## src/rtl/pixel_assembler_pkg.sv

```systemverilog
// rtl/pixel_assembler_pkg.sv - shared constants and FSM encoding for pixel assembly
package pixel_assembler_pkg;

    typedef enum logic [1:0] {
        ST_IDLE    = 2'd0,
        ST_COLLECT = 2'd1,
        ST_DONE    = 2'd2
    } state_t;

    localparam int PIXELS_DEFAULT = 64;
    localparam int BPP_DEFAULT    = 3;
    localparam int PIXEL_W        = 24;
    localparam int NUMBER_W       = 6;

endpackage

```

## src/rtl/pixel_assembler_byte_packer.sv

```systemverilog
// rtl/pixel_assembler_byte_packer.sv - byte shift register building a G,R,B pixel word
// word_o already includes byte_i so the completing byte lands in the pixel the same edge.
module pixel_assembler_byte_packer
    import pixel_assembler_pkg::*;
(
    input  logic               Clk,
    input  logic               Rst,
    input  logic               load_i,
    input  logic [7:0]         byte_i,
    output logic [PIXEL_W-1:0] word_o
);

    logic [PIXEL_W-1:0] shift_q;

    assign word_o = {shift_q[PIXEL_W-9:0], byte_i};

    always_ff @(posedge Clk or posedge Rst) begin
        if (Rst) begin
            shift_q <= '0;
        end else if (load_i) begin
            shift_q <= word_o;
        end
    end

endmodule

```

## src/rtl/pixel_assembler.sv

```systemverilog
// rtl/pixel_assembler.sv - collects BPP bytes per pixel and emits indexed pixel write strobes
module pixel_assembler
    import pixel_assembler_pkg::*;
#(
    parameter int PIXELS = PIXELS_DEFAULT,
    parameter int BPP    = BPP_DEFAULT
) (
    input  logic                Clk,
    input  logic                Rst,
    input  logic                frame_start,
    input  logic                byte_valid,
    input  logic [7:0]          byte_data,
    output logic [NUMBER_W-1:0] number,
    output logic                EN,
    output logic [PIXEL_W-1:0]  pixel_data,
    output logic                frame_done,
    output logic                busy,
    output logic                overrun_err
);

    localparam int BCW = (BPP > 1) ? $clog2(BPP) : 1;

    state_t                state_q;
    logic [BCW-1:0]        byte_cnt_q;
    logic [NUMBER_W-1:0]   pix_cnt_q;
    logic [NUMBER_W-1:0]   number_q;
    logic [PIXEL_W-1:0]    pixel_q;
    logic                  en_q;
    logic                  frame_done_q;
    logic                  busy_q;
    logic                  overrun_q;
    logic                  byte_accept;
    logic [PIXEL_W-1:0]    packed_word;

    // frame_start always wins over a coincident byte
    assign byte_accept = (state_q == ST_COLLECT) && byte_valid && !frame_start;

    pixel_assembler_byte_packer u_packer (
        .Clk    (Clk),
        .Rst    (Rst),
        .load_i (byte_accept),
        .byte_i (byte_data),
        .word_o (packed_word)
    );

    always_ff @(posedge Clk or posedge Rst) begin
        if (Rst) begin
            state_q      <= ST_IDLE;
            byte_cnt_q   <= '0;
            pix_cnt_q    <= '0;
            number_q     <= '0;
            pixel_q      <= '0;
            en_q         <= 1'b0;
            frame_done_q <= 1'b0;
            busy_q       <= 1'b0;
            overrun_q    <= 1'b0;
        end else begin
            en_q         <= 1'b0;
            frame_done_q <= 1'b0;
            case (state_q)
                ST_IDLE: begin
                    if (frame_start) begin
                        state_q    <= ST_COLLECT;
                        byte_cnt_q <= '0;
                        pix_cnt_q  <= '0;
                        overrun_q  <= 1'b0;
                        busy_q     <= 1'b1;
                    end else if (byte_valid) begin
                        overrun_q <= 1'b1;
                    end
                end
                ST_COLLECT: begin
                    if (frame_start) begin
                        byte_cnt_q <= '0;
                        pix_cnt_q  <= '0;
                        overrun_q  <= 1'b0;
                    end else if (byte_valid) begin
                        if (byte_cnt_q == BCW'(BPP - 1)) begin
                            byte_cnt_q <= '0;
                            en_q       <= 1'b1;
                            number_q   <= pix_cnt_q;
                            pixel_q    <= packed_word;
                            if (pix_cnt_q == NUMBER_W'(PIXELS - 1)) begin
                                pix_cnt_q <= '0;
                                state_q   <= ST_DONE;
                            end else begin
                                pix_cnt_q <= pix_cnt_q + NUMBER_W'(1);
                            end
                        end else begin
                            byte_cnt_q <= byte_cnt_q + BCW'(1);
                        end
                    end
                end
                ST_DONE: begin
                    frame_done_q <= 1'b1;
                    if (frame_start) begin
                        state_q    <= ST_COLLECT;
                        byte_cnt_q <= '0;
                        pix_cnt_q  <= '0;
                        overrun_q  <= 1'b0;
                    end else begin
                        state_q <= ST_IDLE;
                        busy_q  <= 1'b0;
                        if (byte_valid) begin
                            overrun_q <= 1'b1;
                        end
                    end
                end
                default: begin
                    state_q <= ST_IDLE;
                    busy_q  <= 1'b0;
                end
            endcase
        end
    end

    assign number      = number_q;
    assign EN          = en_q;
    assign pixel_data  = pixel_q;
    assign frame_done  = frame_done_q;
    assign busy        = busy_q;
    assign overrun_err = overrun_q;

endmodule

```

## config.mk

```make
export PLATFORM = sky130hd
export DESIGN_NAME = pixel_assembler
export DESIGN_NICKNAME = d
export VERILOG_FILES = /design/src/rtl/pixel_assembler_pkg.sv /design/src/rtl/pixel_assembler_byte_packer.sv /design/src/rtl/pixel_assembler.sv
export SDC_FILE = /design/constraint.sdc
export NUM_CORES = 1
export LEC_CHECK = 0
export CORE_ASPECT_RATIO = 1.1
export CORE_MARGIN = 2
export CORE_UTILIZATION = 51
export CTS_CLUSTER_DIAMETER = 100
export DETAILED_ROUTE_END_ITERATION = 7
export GPL_TIMING_DRIVEN = 1
export PLACE_DENSITY = 0.78
export SKIP_LAST_GASP = 1
export SLEW_MARGIN = 20
export SYNTH_ARGS = -nofsm -noshare
export SYNTH_HDL_FRONTEND = slang
export SYNTH_SLANG_ARGS = --single-unit
```

## constraint.sdc

```tcl
create_clock -name Clk -period 2.3 [get_ports Clk]
set_input_delay 0.23 -clock Clk [delete_from_list [all_inputs] [get_ports Clk]]
set_output_delay 0.23 -clock Clk [all_outputs]
set_load 0.005 [all_outputs]
```

==> summary.md <==
| Metric | Value |
|---|---|
| First-pass GRT wire length | about 8000 microns |
| Post-synthesis sequential area ratio | roughly 61% |
| Final Non-Filler Cells | 281 |
| Worst Hold Class | in2async |
| Num CTS Buffers | 9 |
| Crit Path Category | reg2reg |
| Fin area | 3222 sq um |
| Post-synthesis net count | 180 |
| Final Core Density | between 60% and 70% |
| Detailed-route via count | around 1500 |
| Sw Share | 21.49% |
| Run status | finished, final reports clean |
| Pre-CTS WS | ~0.19 ns |
| Sw Pwr | 0.0006687 W |
| Initial Util | a little over half |
| Asr flop ratio synth | 100.0% |
| Post-DRT Antenna Nets | 0 |
| Tmin final | 1.796 ns |
| FILL cells | 321 |
| Tcrit/Tclk final | 78.08% |
| Htree depth | 3 |
| Count of buffers from port buffering | 45 |
| Overflow after GRT | 0 |
| Area delta synth->final | 31.38% |
| DR vias/cell | between 5 and 6 |
| Largest net degree at the start of global routing | 40 |
| Root buf cell | clkbuf_8 |
| Worst-Margin Slew | 0.4907 ns |
| Initial DRC Count | 78 |
| Number of I/O pins | 46 |
| Max cap viols | 0 |
| Die X | between 70 and 80 microns |
| # hold bufs at CTS | 0 |
| Critical path startpoint category | flip-flop |
| Pre-Repair DR Iteration Count | 4 |
| Clock Tree Buf Depth | 2 |
| Dpl cell area | ~3000 sq um |
| Area of the die | 5380 sq um |
| Layout cells sized above 1 | 31.11% |
| Synth unique cells | 31 |
| Syn. warnings | 0 |
| Crit-path max FO | 29 |
| DP Cell Count | around 270 |
| Die height | ~77 microns |
| Max Freq | 556.9 MHz |
| Critical path arrival | 2.01 ns |
| Clock power share | around 37% |
| # rows | 26 |
| GRT Util Overall | between 10% and 20% |
| Pwr per Cell Area | a little under 1000 nW/um^2 |
| Setup TNS | 0 ns |
| Detail-routed net length per standard cell | between 15 and 20 microns |
| Synth Flop Type | dfrtp_1 |
| Cell-internal power | 0.002442 W |
| Sink Count | 60 |
| Register share of total power | 44.0% |
| Clock latency on the worst-skew pair | approximately 0.33 ns |
| Initial antenna violation count | 0 |
| Core area | 4652 sq um |
| Final Setup Violations | 0 |
| Final Hold Vio Count | 0 |
| Total wire length | ~4600 microns |
| Ant. Diodes | 0 |
| Syn_area_per_cell | around 15 sq um |
| Post-synth EDFFs | 0 |
| Mapped Area | 2452 sq um |
| Final Max Slew Viols | 0 |
| CTS clk-pin slew, worst paths | approximately 0.060 ns |
| CTS resizes | 0 |
| Final worst setup slack | between 0.5 and 0.6 ns |
| RSZ-0062 raised after global routing | false |
| Setup Fix Bufs, Post-CTS | 0 |
| CTS tree | yes |
| GPL Wtd Cong | about 0.80 |
| Endpoint class of the critical path | flip-flop |
| Vias in the first global route | roughly 1600 |
| FF+latch count, synth | 60 |
| HPWL Detailed | slightly above 3000 microns |
| Peak supply drop | about 0.46 mV |
| Nets | around 230 |
| CP Data Required Time | 2.51 ns |
| P_leak | 1.467 nW |
| Slew margin rel. | 67.24% |
| Combinational share of power | 18.6% |
| Mapped Cells | around 170 |
| Final Skew | 0.004772 ns |
| DRC errors left | 0 |
==> logic make-up after synthesis <==
| logic type | share of synthesized area, % |
|---|---|
| compound gates | 5.561 |
| flops | 61.22 |
| simple gates | 5.613 |
| mux | 23.11 |
| fa+ha+maj | 0.9183 |
| buf+inv | 3.571 |
==> worst paths after layout <==
kind / from / endpoint / slack [ns] / cells after the start
hold reg to reg: u_packer.shift_q[12] / pixel_data[20] / 0.50 / 1
max in group asynchronous: Rst / u_packer.shift_q[6] / 1.48 / 3
hold / removal: Rst / pix_cnt_q[2] / 0.25 / 2
setup / recovery: state_q[0] / number[2] / 0.50 / 5
min in group Clk: u_packer.shift_q[12] / pixel_data[20] / 0.50 / 1
setup reg to reg: state_q[0] / number[2] / 0.50 / 5
==> placed cells by master (no fill, tap or decap), types with 2 or more instances in the layout <==
master            n
a21o_1            2
clkdlybuf4s50_1  45
nand3_1           4
bufinv_16         3
mux2_4           10
a21oi_1           3
nor2_1            5
nor2b_1           2
o21ai_0           9
buf_12            2
nand2_1           5
a22o_1            4
clkbuf_8         11
dfrtp_1          60
mux2_2           37
inv_1             4
clkinv_2          2
==> sequential cells by signal, summed over array words and instances (netlist names) <==
signal	count
frame_done	1
number	6
pix_cnt_q	6
busy	1
state_q	2
u_packer.shift_q	16
overrun_err	1
byte_cnt_q	2
pixel_data	24
EN	1
==> power by group through the flow <==
stage	sequential (W)	clock [W]	combinational, W
finish	0.00137	0.00116	0.000579
global route	0.00139	0.00124	0.000625
CTS	0.00137	0.00119	0.000590
detailed placement	0.00138	0	0.000584
global placement	0.00137	0	0.000570
floorplan	0.00137	0	0.000248
==> metal layers <==
| metal | up-vias | wire length (microns) | track usage [%] |
|---|---|---|---|
| met5 | - | 0 | 0 |
| met4 | 0 | 87 | 10.77 |
| met3 | 10 | 235 | 5.782 |
| met2 | 46 | 2299 | 30.29 |
| met1 | 756 | 1945 | 22.91 |
| li1 | 699 | - | - |
==> metrics by stage <==
step           total power (W)  hold slack, ns
2_1_floorplan         0.001617          0.3380
3_3_place_gp          0.001944          0.4838
3_5_place_dp          0.001968          0.4925
4_1_cts               0.003153          0.2504
5_1_grt               0.003256          0.2841
6_report              0.003111          0.2547
==> layout make-up <==
cell class	instances	area [sq um]	share of cell area (%)
Inverter	6	23.77	0.7379
Clock buffer	12	155.1	4.816
Timing Repair Buffer	48	498.0	15.46
Multi-Input combinational cell	95	878.3	27.26
Clock inverter	4	95.09	2.951
Sequential cell	60	1501	46.60
Tap cell	56	70.07	2.175
==> cell usage after synthesis (2+ instances only) <==
library cell,number,area [sq um]
dfrtp_1,60,1501
mux2_2,37,416.7
mux2_4,10,150.1
o21ai_0,9,45.04
inv_1,5,18.77
nand2_1,5,18.77
nor2_1,5,18.77
a22o_1,4,35.03
nand3_1,4,20.02
a21oi_1,3,15.01
a21o_1,2,15.01
buf_12,2,40.04
buf_4,2,15.01
nor2b_1,2,12.51
==> worst max-delay path: stages, from the launching register on <==
cell	delay, ns
dfrtp_1	0.55
nor4bb_4	0.35
nand2_4	0.13
clkinv_2	0.08
buf_12	0.20
mux2_2	0.36
No activity file was read; power rests on OpenSTA's default activity.
